==> config.mk <==
export PLATFORM = sky130hd
export DESIGN_NAME = ipb_slave_regfile
export DESIGN_NICKNAME = d
export VERILOG_FILES = /design/src/rtl/ipb_slave_regfile.sv
export SDC_FILE = /design/constraint.sdc
export NUM_CORES = 1
export LEC_CHECK = 0
export CORE_MARGIN = 4
export CORE_UTILIZATION = 30
export CTS_BUF_LIST = sky130_fd_sc_hd__clkbuf_4
export DETAILED_ROUTE_END_ITERATION = 6
export PLACE_DENSITY = 0.56
export SYNTH_ARGS = -nofsm -noshare
export SYNTH_HDL_FRONTEND = slang
export SYNTH_SLANG_ARGS = --single-unit
==> constraint.sdc <==
create_clock -name ipb_clk -period 6.7 [get_ports ipb_clk]
set_input_delay 1.34 -clock ipb_clk [delete_from_list [all_inputs] [get_ports ipb_clk]]
set_output_delay 1.34 -clock ipb_clk [all_outputs]
set_load 0.02 [all_outputs]
==> src/rtl/ipb_slave_regfile.sv <==
// ipb_slave_regfile: IPbus slave exposing N_REG 32-bit read/write registers
// starting at word address ADDR_BASE. Each transaction takes two cycles:
// the access is performed on the accepting edge and the response (ack/err
// plus read data) is presented for exactly one cycle afterwards.
// Optional feature macro: IPB_SLAVE_ERR_EN -- when defined, out-of-range
// accesses complete with ipb_err; when undefined, they complete with
// ipb_ack, writes are dropped, reads return zero and ipb_err is tied low.
module ipb_slave_regfile #(
    parameter int          N_REG       = 16,
    parameter logic [31:0] REG_RST_VAL = 32'h0000_0000,
    parameter logic [31:0] ADDR_BASE   = 32'h0000_0000
) (
    input  logic                 ipb_clk,
    input  logic                 ipb_rst,
    input  logic                 ipb_strobe,
    input  logic                 ipb_write,
    input  logic [31:0]          ipb_addr,
    input  logic [31:0]          ipb_wdata,
    output logic [31:0]          ipb_rdata,
    output logic                 ipb_ack,
    output logic                 ipb_err,
    output logic [N_REG*32-1:0]  regs_out,
    output logic [15:0]          txn_cnt
);

    localparam int IDX_W = $clog2(N_REG);

    typedef enum logic {
        IDLE = 1'b0,
        RESP = 1'b1
    } state_t;

    state_t      state_p1;
    logic [31:0] regs_p1 [N_REG];
    logic        ack_p1;
    logic [31:0] rdata_p1;
    logic [15:0] txn_cnt_p1;
`ifdef IPB_SLAVE_ERR_EN
    logic        err_p1;
`endif

    // Address decode (stage p0): 33-bit arithmetic so neither the offset
    // nor the upper bound can wrap around the 32-bit address space.
    logic [32:0]      addr_off_p0;
    logic             in_range_p0;
    logic [IDX_W-1:0] idx_p0;

    assign addr_off_p0 = {1'b0, ipb_addr} - {1'b0, ADDR_BASE};
    assign in_range_p0 = ({1'b0, ipb_addr} >= {1'b0, ADDR_BASE}) &&
                         (addr_off_p0 < 33'(N_REG));
    assign idx_p0      = addr_off_p0[IDX_W-1:0];

    // Transaction FSM (stage p1): accept in IDLE, perform the access on the
    // accepting edge, present the response for the single RESP cycle.
    always_ff @(posedge ipb_clk) begin
        if (ipb_rst) begin
            state_p1   <= IDLE;
            ack_p1     <= 1'b0;
            rdata_p1   <= 32'h0;
            txn_cnt_p1 <= 16'h0;
            for (int k = 0; k < N_REG; k++) begin
                regs_p1[k] <= REG_RST_VAL;
            end
`ifdef IPB_SLAVE_ERR_EN
            err_p1     <= 1'b0;
`endif
        end else begin
            case (state_p1)
                IDLE: begin
                    ack_p1   <= 1'b0;
                    rdata_p1 <= 32'h0;
`ifdef IPB_SLAVE_ERR_EN
                    err_p1   <= 1'b0;
`endif
                    if (ipb_strobe) begin
                        state_p1 <= RESP;
                        if (in_range_p0) begin
                            ack_p1 <= 1'b1;
                            if (ipb_write) begin
                                regs_p1[idx_p0] <= ipb_wdata;
                            end else begin
                                rdata_p1 <= regs_p1[idx_p0];
                            end
                        end else begin
`ifdef IPB_SLAVE_ERR_EN
                            err_p1 <= 1'b1;
`else
                            ack_p1 <= 1'b1;
`endif
                        end
                    end
                end
                RESP: begin
                    // Response always completes; a strobe seen here is ignored.
                    state_p1   <= IDLE;
                    ack_p1     <= 1'b0;
                    rdata_p1   <= 32'h0;
                    txn_cnt_p1 <= txn_cnt_p1 + 16'd1;
`ifdef IPB_SLAVE_ERR_EN
                    err_p1     <= 1'b0;
`endif
                end
            endcase
        end
    end

    assign ipb_ack   = ack_p1;
    assign ipb_rdata = rdata_p1;
    assign txn_cnt   = txn_cnt_p1;
`ifdef IPB_SLAVE_ERR_EN
    assign ipb_err   = err_p1;
`else
    assign ipb_err   = 1'b0;
`endif

    // Flatten the register array onto the live-contents bus.
    for (genvar k = 0; k < N_REG; k++) begin : g_regs_out
        assign regs_out[32*k +: 32] = regs_p1[k];
    end

endmodule
# [Yosys cells after proc, flatten, opt, wreduce, memory -nomap -nowiden]
# Memory sizes are Yosys's and may differ from the RTL's.
# Index checks and enable logic that the tools add are counted.
[totals] mem_count=1 mem_bits_rw=512 input_bits=68 out_inout_bits=562 word_cells=25 regBits=49
[memory_table] memory="regs_p1" depth=16 word_bits=32 rd=17 rd_ports_with_merged_regs=0 wr=16 line_no="34" rtl="logic [31:0] regs_p1 [N_REG];"
[op_classes] addsub=1 order_cmp=1 reduce_logical=1 muxes=17 n_bitwise=1
[op_table] cell="$mux 32" n=4
[op_table] cell="$pmux 32 s2" n=1
[op_table] cell="$lt 32x5->1 const B" n=1
[op_table] cell="$reduce_or 32->1" n=1
[op_table] cell="$add 16x1->16 const B" n=1
[op_table] cell="$mux 1" n=10
[op_table] cell="$mux 4" n=1
[op_table] cell="$pmux 1 s2" n=1
[op_table] cell="$not 1->1" n=1

# [Logic depth before layout (Yosys ltp)]
# Gate-level depths: netlist of the first run.
[logic_depth] ltp_word=8 ltp_mapped=7 ltp_nobuf=4

# [Worst setup path after synthesis of the first run]
# Ideal clock, no wire load.
[synth_path] path_type="input to register" startpoint="in ipb_addr[1]" endpoint="mem regs_p1[0][0] (enable)" n_path_buf=2 path_slack_ns=3.300 required_time_ns=6.312 path_stages=5 arrival_time_ns=3.013 setup_time_ns=0.388 path_cell_list="buf_2 -> or3b_1 -> buf_2 -> nor3_1 -> a21o_1"
[synth_lines] item="start: declaration" line_no="17" rtl="input logic [31:0] ipb_addr,"
[synth_lines] item="end: declaration" line_no="34"

==> impl_metrics.csv, run 1 <==
group,metric,value,unit
global_route,grtUsageTotal,26.3,%
cells_and_area,layout.nets,2453,
worst_setup_path,setup.worst_path.class,"in -> reg",
timing,clock.fmax,254,MHz
timing,worst_pin_slew,1180,ps
min_path,min_to,"txn_cnt[15]",
clock_tree,cts_hold_buf,0,
clock_tree,cts_buffer_depth,3,
synth,synth_top_cell_area_share,62.0,%
synth,syn_area_per_cell,14.3,µm²
timing,finalCritPeriodShare,58.8,%
worst_setup_path,r2r_slack,4010,ps
clock_tree,cts_tree,"built",
placed_design,io_buffers,628,
global_route,grt_pass1_wl,158000,µm
worst_setup_path,critical-path-top-delay-family,"simple AND/OR/NAND/NOR gates",
pwr,comb_power_share,12.7,%
status,status,"finished, final reports clean",
timing,fin_worst_skew,90.5,ps
pwr,power_frac_seq,49.3,%
die,die_h,295,µm
worst_setup_path,r2r_start,"ipb_ack",
worst_setup_path,start_kind,"input pin",
synth,synth.net_count,1806,
synth,synth_top_cell_by_area,"edfxtp_1",
worst_setup_path,reg2reg_to,"regs_p1[5][2]",
global_route,grt_pass1_vias,19400,
timing,hold_ws,497,ps
synth,synth-seq-cells,561,
timing,fin_tns_setup,0,ps
pwr,p_leak,0.0108,µW
cells_and_area,drive_gt1_share,19.2,%
routing,drc_errors,0,
clock_tree,clk_transition_reported_paths,60,ps
worst_setup_path,cp.arrival,4520,ps
worst_setup_path,crit_path_end_kind,"register",
pwr,internal-power,5920,µW
pwr,peakVddDrop,0.000114,V
timing,fin_crit,3940,ps
worst_setup_path,cp.required,7280,ps
clock_tree,cts_sinks,561,
routing,antenna_left,0,
timing,final-max-slew-violation-count,0,
timing,fin_ws,2760,ps
worst_setup_path,crit_fanout,32,
die,die_area,87300,µm²
worst_setup_path,slowest_stage,"a31o_2",
global_route,grt-ovfl-total,0,
clock_tree,root_buffer,"clkbuf_4",
worst_setup_path,crit_buf_inv,1,
timing,setup_viol,0,
timing,rsz0062_at_grt,"false",
routing,dr.pass1.iters,6,
placed_design,dp_hpwl,82500,µm
routing,drt_wl_total,118000,µm
synth,synthDistinctLibCells,44,
clock_tree,clk_latency,1030,ps
timing,relSlewSlack,20.8,%
synth,ys_top_cells_by_area,"edfxtp_1 62%, mux4_2 12%, nor3_1 7.4%",
placed_design,gp_congestion,0.902,
pwr,p_sw,2240,µW
job,maxCapViolCount,0,
clock_tree,cts_resized,0,
global_route,antenna_found_initial,11,
clock_tree,tritoncts.num_buffers,155,
die,start_util,30.2,%
worst_setup_path,cp_cell_sequence,"clkdlybuf4s50_1, nor4_2, nand4_1, nor2_2, a31o_2",
worst_setup_path,reg2regPathDepth,4,
worst_setup_path,critPathMaxStageDelay,1010,ps
routing,avgViaCountPerCell,5.50,
pwr,p_clk_share,38.0,%
synth,synthFlopType,"edfxtp_1",
routing,vias,19700,
synth,synth_warnings,0,
clock_tree,post_cts_buffers,0,
placed_design,place_ws,1760,ps
timing,hold_viol,0,
routing,route.detailed.wl_per_inst,32.9,µm
pwr,powerDensity,240,nW/µm²
min_path,hp-class,"reg -> reg",
synth,syn_inst,1737,
synth,synth-seq-area-share,66.0,%
min_path,min_from,"txn_cnt[15]",
min_path,worstHoldPathCells,2,
synth,netlist_area,24800,µm²
die,core_area,82000,µm²
die,io_pins,630,
die,die_w,295,µm
synth,synth-edff-count,512,
cells_and_area,synthToLayoutAreaGrowth,37.1,%
clock_tree,htree_levels,4,
global_route,grt_max_degree,150,
pwr,swShare,27.4,%
die,rows,105,
routing,drt_iter0_markers,2253,
synth,ys_async_sr_fraction,0,%
cell usage after synthesis, types with 2 or more instances:
library cell and number:
o21ai_0 4, nand3_1 6, and3b_1 2, nor3b_1 2, nor2_4 20, edfxtp_1 512
and2_1 2, buf_12 2, nor2_2 20, a22oi_1 64, nand2_1 134, clkbuf_1 89
buf_2 62, a31o_2 4, inv_1 2, dfxtp_1 49, buf_6 7, nor4_2 6
a21oi_1 38, and4_1 21, nand3b_1 2, or3_1 7, nor2b_1 4, buf_1 13
or4_1 2, nor2_1 108, nand4_1 24, nor3_1 366, a21o_1 12, mux4_2 128
xnor2_1 2, o31ai_1 2, buf_4 4, xor2_1 7
stage by stage:
step	power, µW	instances	area, µm²	util [%]
2_1_floorplan	4510	1737	24800	-
3_3_place_gp	5130	3297	32000	39.0
3_5_place_dp	5130	3297	32000	39.0
4_1_cts	8220	3567	33900	41.4
5_1_grt	8460	3573	33900	41.4
6_report	8160	3586	34000	41.4
power by group through the flow:
stage / combinational, µW / clock (µW) / sequential [µW]
floorplan: 298 / 0 / 4220
global placement: 1030 / 0 / 4100
detailed placement: 1040 / 0 / 4100
CTS: 1040 / 3150 / 4030
global route: 1060 / 3370 / 4030
finish: 1030 / 3100 / 4020
layout make-up:
class / instances / area [µm²]
flip-flops and latches: 561 / 16400
multi-input cells: 996 / 7650
clock buffers: 232 / 1740
clock inverters: 38 / 196
well taps: 1070 / 1340
inverters: 2 / 7.51
diodes: 19 / 47.5
repair buffers: 668 / 6640
fillers: 7656 / 48000
cell families after synthesis:
logic type                 count (synthesis)  synth area share, %
and+or+nand+nor                          732                 15.2
AOI/OAI and AO/OA                        124                 3.35
DFF                                      561                 66.0
other                                      1               0.0151
xor gates and xnor gates                   9                0.318
adders and majority gates                  1               0.0505
muxes                                    129                 11.7
buffers and inverters                    180                 3.45
sequential cells by signal, indices dropped and copies added, names as in the netlist:
signal     count
ipb_ack        1
ipb_rdata     32
regs_p1      512
txn_cnt       16
worst max path at each step:
stage | start | end | slack, ps | cells after the start
6_report | ipb_addr[17] | regs_p1[13][25] | 2760 | 5
5_1_grt | ipb_addr[17] | regs_p1[9][25] | 2680 | 5
3_5_place_dp | ipb_addr[17] | regs_p1[9][4] | 1760 | 5
4_1_cts | ipb_ack | ipb_ack | 2870 | 2
2_1_floorplan | ipb_addr[1] | regs_p1[0][0] | 3300 | 5
3_3_place_gp | ipb_addr[17] | regs_p1[9][28] | 1820 | 5
cell usage in the layout (no fill, tap or decap), drive strengths merged, types with 38 or more instances in the layout:
cell type,instances
a22oi,64
nor3,366
edfxtp,512
nor2,148
clkbuf,232
nand2,134
a21oi,38
clkdlybuf4s50,625
buf,43
mux4,128
dfxtp,49
metal layers:
layer  GRT usage, %  share of wire, %  up-vias
met5              0             0.014        -
met4           14.8               5.8        2
met3           8.79                11      213
met2           40.1                46     1301
met1           33.1                38    10000
li1               -                 -     8176
tightest hold or removal path, stage by stage, from the launching register on:
cell	delay, ps
dfxtp_1	320
o31ai_1	70
a21oi_1	60
Power figures use the tool's default switching activity.
==> run 2, diff against run 1 <==
==> constraint.sdc (replaced) <==
create_clock -name ipb_clk -period 3.72 [get_ports ipb_clk]
set_input_delay 0.744 -clock ipb_clk [delete_from_list [all_inputs] [get_ports ipb_clk]]
set_output_delay 0.744 -clock ipb_clk [all_outputs]
set_load 0.02 [all_outputs]
==> impl_metrics.csv, run 2 (synthesis results as in run 1) <==
group,metric,value,unit
status,status,"finished, final reports clean",
timing,fin_worst_skew,68.4,ps
worst_setup_path,start_kind,"register",
clock_tree,cts_sinks,561,
worst_setup_path,startpoint,"ipb_ack",
placed_design,gp_congestion,0.943,
die,die_w,295,µm
timing,clock.fmax,296,MHz
global_route,grtUsageMet2,42.2,%
die,start_util,30.2,%
global_route,grt_pass1_wl,159000,µm
die,io_pins,630,
routing,drc_errors,0,
pwr,p_leak,0.0112,µW
job,maxCapViolCount,0,
cells_and_area,final_cells,3627,
pwr,peakVddDrop,0.000180,V
cells_and_area,largest_reg_flops,512,
clock_tree,tritoncts.num_buffers,155,
min_path,min_from,"ipb_strobe",
cells_and_area,final_common_cell,"clkdlybuf4s50_1",
worst_setup_path,crit_fanout,10,
routing,antenna_left,0,
cells_and_area,synthToLayoutAreaGrowth,40.0,%
timing,worst_pin_slew,1140,ps
global_route,grtUsageTotal,26.6,%
timing,finalCritPeriodShare,90.7,%
global_route,grt_busiest_layer,"met2",
timing,rsz0062_at_grt,"false",
worst_setup_path,crit_buf_inv,1,
global_route,met1_usage,33.5,%
worst_setup_path,setup.worst_path.class,"reg -> out",
timing,setup_viol,0,
clock_tree,post_cts_buffers,0,
placed_design,dp.cells,3344,
cells_and_area,drive_gt1_share,20.7,%
worst_setup_path,r2r_start,"ipb_ack",
die,die_area,87300,µm²
routing,vias,19900,
die,core_area,82000,µm²
worst_setup_path,cp_cell_sequence,"clkdlybuf4s50_1",
global_route,grt_max_degree,191,
routing,avgViaCountPerCell,5.49,
timing,hold_viol,0,
global_route,grt_pass1_vias,19500,
die,rows,105,
placed_design,io_buffers,628,
placed_design,place_ws,303,ps
die,die_h,295,µm
routing,dr.pass1.iters,7,
timing,fin_ws,347,ps
global_route,met3_usage,8.02,%
worst_setup_path,cp.required,2980,ps
worst_setup_path,critPathMaxStageDelay,810,ps
cells_and_area,top_register,"regs_p1",
timing,final-max-slew-violation-count,0,
routing,route.detailed.wl_per_inst,33.0,µm
clock_tree,cts_resized,0,
pwr,power,15200,µW
routing,drt_iter0_markers,2365,
worst_setup_path,cp.arrival,2630,ps
clock_tree,htree_levels,4,
clock_tree,cts_tree,"built",
pwr,powerDensity,439,nW/µm²
clock_tree,root_buffer,"clkbuf_4",
routing,drt_wl_total,120000,µm
cells_and_area,layout_common_cells,"625 x clkdlybuf4s50_1, 512 x edfxtp_1, 366 x nor3_1, 231 x clkbuf_4, 133 x nand2_1",
timing,fin_crit,3370,ps
clock_tree,clk_transition_reported_paths,60,ps
clock_tree,clk_latency,1040,ps
clock_tree,cts_buffer_depth,3,
min_path,hp-class,"in -> reg",
placed_design,dp_hpwl,85100,µm
worst_setup_path,slowest_stage,"dfxtp_1",
worst_setup_path,crit_path_end_kind,"output pin",
global_route,antenna_found_initial,10,
cells_and_area,layout.nets,2500,
timing,relSlewSlack,23.5,%
cells_and_area,utilization,42.3,%
worst_setup_path,critical-path-top-delay-family,"flip-flops",
timing,fin_tns_setup,0,ps
global_route,grt-ovfl-total,0,
clock_tree,cts_hold_buf,0,
-- run 2: changes by cell type in the layout (fill, tap and decap cells not counted) --
cell        delta
clkbuf_4       -1
clkinvlp_4     -2
buf_12        +19
bufinv_16      +6
diode_2       -10
buf_4         +28
clkinv_4       -1
clkinv_1       +4
inv_6          +3
inv_2          -4
clkinv_2       -1
-- run 2: metal layers --
metal  wire length [µm]  up-vias
li1                   -     8259
met1              45000    10000
met2              56100     1381
met3              12600      216
met4               6020        6
met5                 46        -
-- run 2: stage by stage --
stage | instance area, µm² | hold slack, ps
global placement | 32600 | 472
detailed placement | 32600 | 479
global route | 34700 | 222
CTS | 34700 | 204
finish | 34700 | 319
floorplan | 24800 | 551
-- run 2: layout make-up --
class	instances	area (µm²)
flip-flops and latches	561	16400
clock inverters	43	374
clock buffers	231	1730
repair buffers	715	7230
diodes	9	22.5
multi-input cells	996	7650
fillers	7685	47300
well taps	1070	1340
inverters	2	7.51
-- run 2: final timing paths --
| kind | endpoint | slack [ps] | cells after the start |
|---|---|---|---|
| hold reg to reg | txn_cnt[15] | 500 | 2 |
| setup reg to reg | txn_cnt[15] | 1430 | 5 |
| setup / recovery | ipb_ack | 350 | 1 |
| hold / removal | ipb_ack | 320 | 2 |
-- run 2: power by group --
part | switching, µW | internal, µW
Sequential | 176 | 7080
Combinational | 1190 | 739
Clock | 2740 | 3320
==> run 3, diff against run 2 <==
--- a/config.mk
+++ b/config.mk
@@ -5,11 +5,13 @@
 export SDC_FILE = /design/constraint.sdc
 export NUM_CORES = 1
 export LEC_CHECK = 0
+export CAP_MARGIN = 30
 export CORE_MARGIN = 4
 export CORE_UTILIZATION = 30
 export CTS_BUF_LIST = sky130_fd_sc_hd__clkbuf_4
 export DETAILED_ROUTE_END_ITERATION = 6
 export PLACE_DENSITY = 0.56
+export SETUP_SLACK_MARGIN = 0.5
 export SYNTH_ARGS = -nofsm -noshare
 export SYNTH_HDL_FRONTEND = slang
 export SYNTH_SLANG_ARGS = --single-unit
==> impl_metrics.csv, run 3 (synthesis results as in run 1) <==
group,metric,value,unit
worst_setup_path,cp.required,2980,ps
timing,final-max-slew-violation-count,0,
status,status,"finished, final reports clean",
timing,worst_pin_slew,1160,ps
pwr,peakVddDrop,0.000188,V
routing,vias,20000,
timing,rsz0062_at_grt,"false",
pwr,internal-power,10900,µW
cells_and_area,synthToLayoutAreaGrowth,39.8,%
global_route,grtUsageTotal,26.6,%
global_route,grt_pass1_wl,159000,µm
worst_setup_path,start_kind,"register",
worst_setup_path,critical-path-top-delay-family,"buffers and inverters",
routing,avgViaCountPerCell,5.52,
global_route,grt_pass1_vias,19700,
pwr,power,15000,µW
worst_setup_path,setup.worst_path.class,"reg -> out",
cells_and_area,multi_input_area,7650,µm²
worst_setup_path,crit_fanout,10,
worst_setup_path,cp.arrival,2330,ps
timing,clock.fmax,325,MHz
pwr,comb_power_share,12.9,%
cells_and_area,largest_reg_flops,512,
pwr,powerDensity,432,nW/µm²
timing,fin_crit,3080,ps
placed_design,gp_congestion,0.943,
clock_tree,htree_levels,4,
cells_and_area,layout_common_cells,"625 x clkdlybuf4s50_1, 512 x edfxtp_1, 366 x nor3_1, 224 x clkbuf_4, 133 x nand2_1",
cells_and_area,regArea,16400,µm²
cells_and_area,layout.nets,2504,
die,die_h,295,µm
pwr,p_leak,0.0112,µW
cells_and_area,final_common_cell,"clkdlybuf4s50_1",
routing,route.detailed.wl_per_inst,33.0,µm
cells_and_area,top_register,"regs_p1",
routing,antenna_left,0,
global_route,grt-ovfl-total,0,
clock_tree,clk_transition_reported_paths,60,ps
clock_tree,cts_buffer_depth,3,
timing,fin_worst_skew,81.0,ps
pwr,swShare,27.3,%
placed_design,dp_hpwl,85700,µm
die,die_w,295,µm
worst_setup_path,slowest_stage,"clkdlybuf4s50_1",
routing,drt_wl_total,119000,µm
placed_design,io_buffers,628,
routing,drt_iter0_markers,2449,
clock_tree,cts_sinks,561,
routing,drc_errors,0,
timing,hold_viol,0,
timing,finalCritPeriodShare,82.7,%
die,io_pins,630,
pwr,p_sw,4090,µW
die,die_area,87300,µm²
timing,setup_viol,0,
die,core_area,82000,µm²
clock_tree,clk_latency,1020,ps
timing,relSlewSlack,22.6,%
worst_setup_path,crit_buf_inv,1,
pwr,p_clk_share,38.6,%
die,start_util,30.2,%
routing,dr.pass1.iters,5,
die,rows,105,
worst_setup_path,cp_cell_sequence,"clkdlybuf4s50_1",
cells_and_area,drive_gt1_share,20.6,%
clock_tree,cts_tree,"built",
clock_tree,tritoncts.num_buffers,156,
clock_tree,root_buffer,"clkbuf_4",
min_path,hp-class,"in -> reg",
pwr,power_frac_seq,48.5,%
timing,fin_tns_setup,0,ps
worst_setup_path,critPathMaxStageDelay,730,ps
clock_tree,cts_hold_buf,0,
clock_tree,post_cts_buffers,0,
worst_setup_path,crit_path_end_kind,"output pin",
job,maxCapViolCount,0,
global_route,grt_max_degree,191,
cells_and_area,fillers,7699,
global_route,antenna_found_initial,13,
-- run 3: cell types whose count changed in the layout (fill, tap and decap cells not counted), sizes merged --
| cell | previous run | this run |
|---|---|---|
| inv | 5 | 7 |
| clkbuf | 231 | 224 |
| bufinv | 7 | 4 |
| diode | 9 | 6 |
| buf | 90 | 93 |
| clkinv | 31 | 36 |
-- run 3: final timing paths --
kind                                   from  cells past startpoint             end  slack [ps]
worst max-delay path                ipb_ack                      1         ipb_ack         640
worst min-delay path             ipb_strobe                      2         ipb_ack         310
worst max register to register      ipb_ack                      4  regs_p1[5][22]        1610
worst min register to register  txn_cnt[15]                      2     txn_cnt[15]         500
-- run 3: per-layer routing --
| layer | GRT usage, % | share of wire, % | vias up |
|---|---|---|---|
| li1 | - | - | 8257 |
| met1 | 33.4 | 38 | 10100 |
| met2 | 41.9 | 46 | 1352 |
| met3 | 7.93 | 10 | 248 |
| met4 | 13.5 | 5.6 | 12 |
| met5 | 0 | 0.071 | - |
-- run 3: area by class of cell --
| cell class | instances | area share (%) |
|---|---|---|
| diodes | 6 | 0.0433 |
| clock buffers | 224 | 4.85 |
| clock inverters | 47 | 0.917 |
| inverters | 2 | 0.0217 |
| multi-input cells | 996 | 22.1 |
| flip-flops and latches | 561 | 47.2 |
| well taps | 1070 | 3.86 |
| repair buffers | 718 | 21.0 |
-- run 3: timing repair --
| action | CTS | global route |
|---|---|---|
| endpoints found under the hold margin | 0 | 0 |
| endpoints found under the setup margin | 1 | 0 |
| resized for setup | 1 | 0 |
-- run 3: per-stage QoR --
| step | cell area, µm² | util (%) | worst slack (ps) | hold WS (ps) | std cells |
|---|---|---|---|---|---|
| global route | 34600 | 42.3 | 531 | 246 | 3620 |
| global placement | 32600 | 39.7 | 291 | 472 | 3344 |
| floorplan | 24800 | - | 916 | 551 | 1737 |
| detailed placement | 32600 | 39.8 | 308 | 488 | 3347 |
| finish | 34700 | 42.3 | 644 | 307 | 3624 |
| CTS | 34600 | 42.3 | 529 | 204 | 3618 |
-- run 3: power by group through the flow --
| stage | logic [µW] | clock network (µW) | registers, µW |
|---|---|---|---|
| detailed placement | 1940 | 0 | 7380 |
| global placement | 1930 | 0 | 7380 |
| floorplan | 536 | 0 | 7590 |
| finish | 1940 | 5770 | 7250 |
| CTS | 1940 | 5890 | 7250 |
| global route | 1990 | 6260 | 7270 |
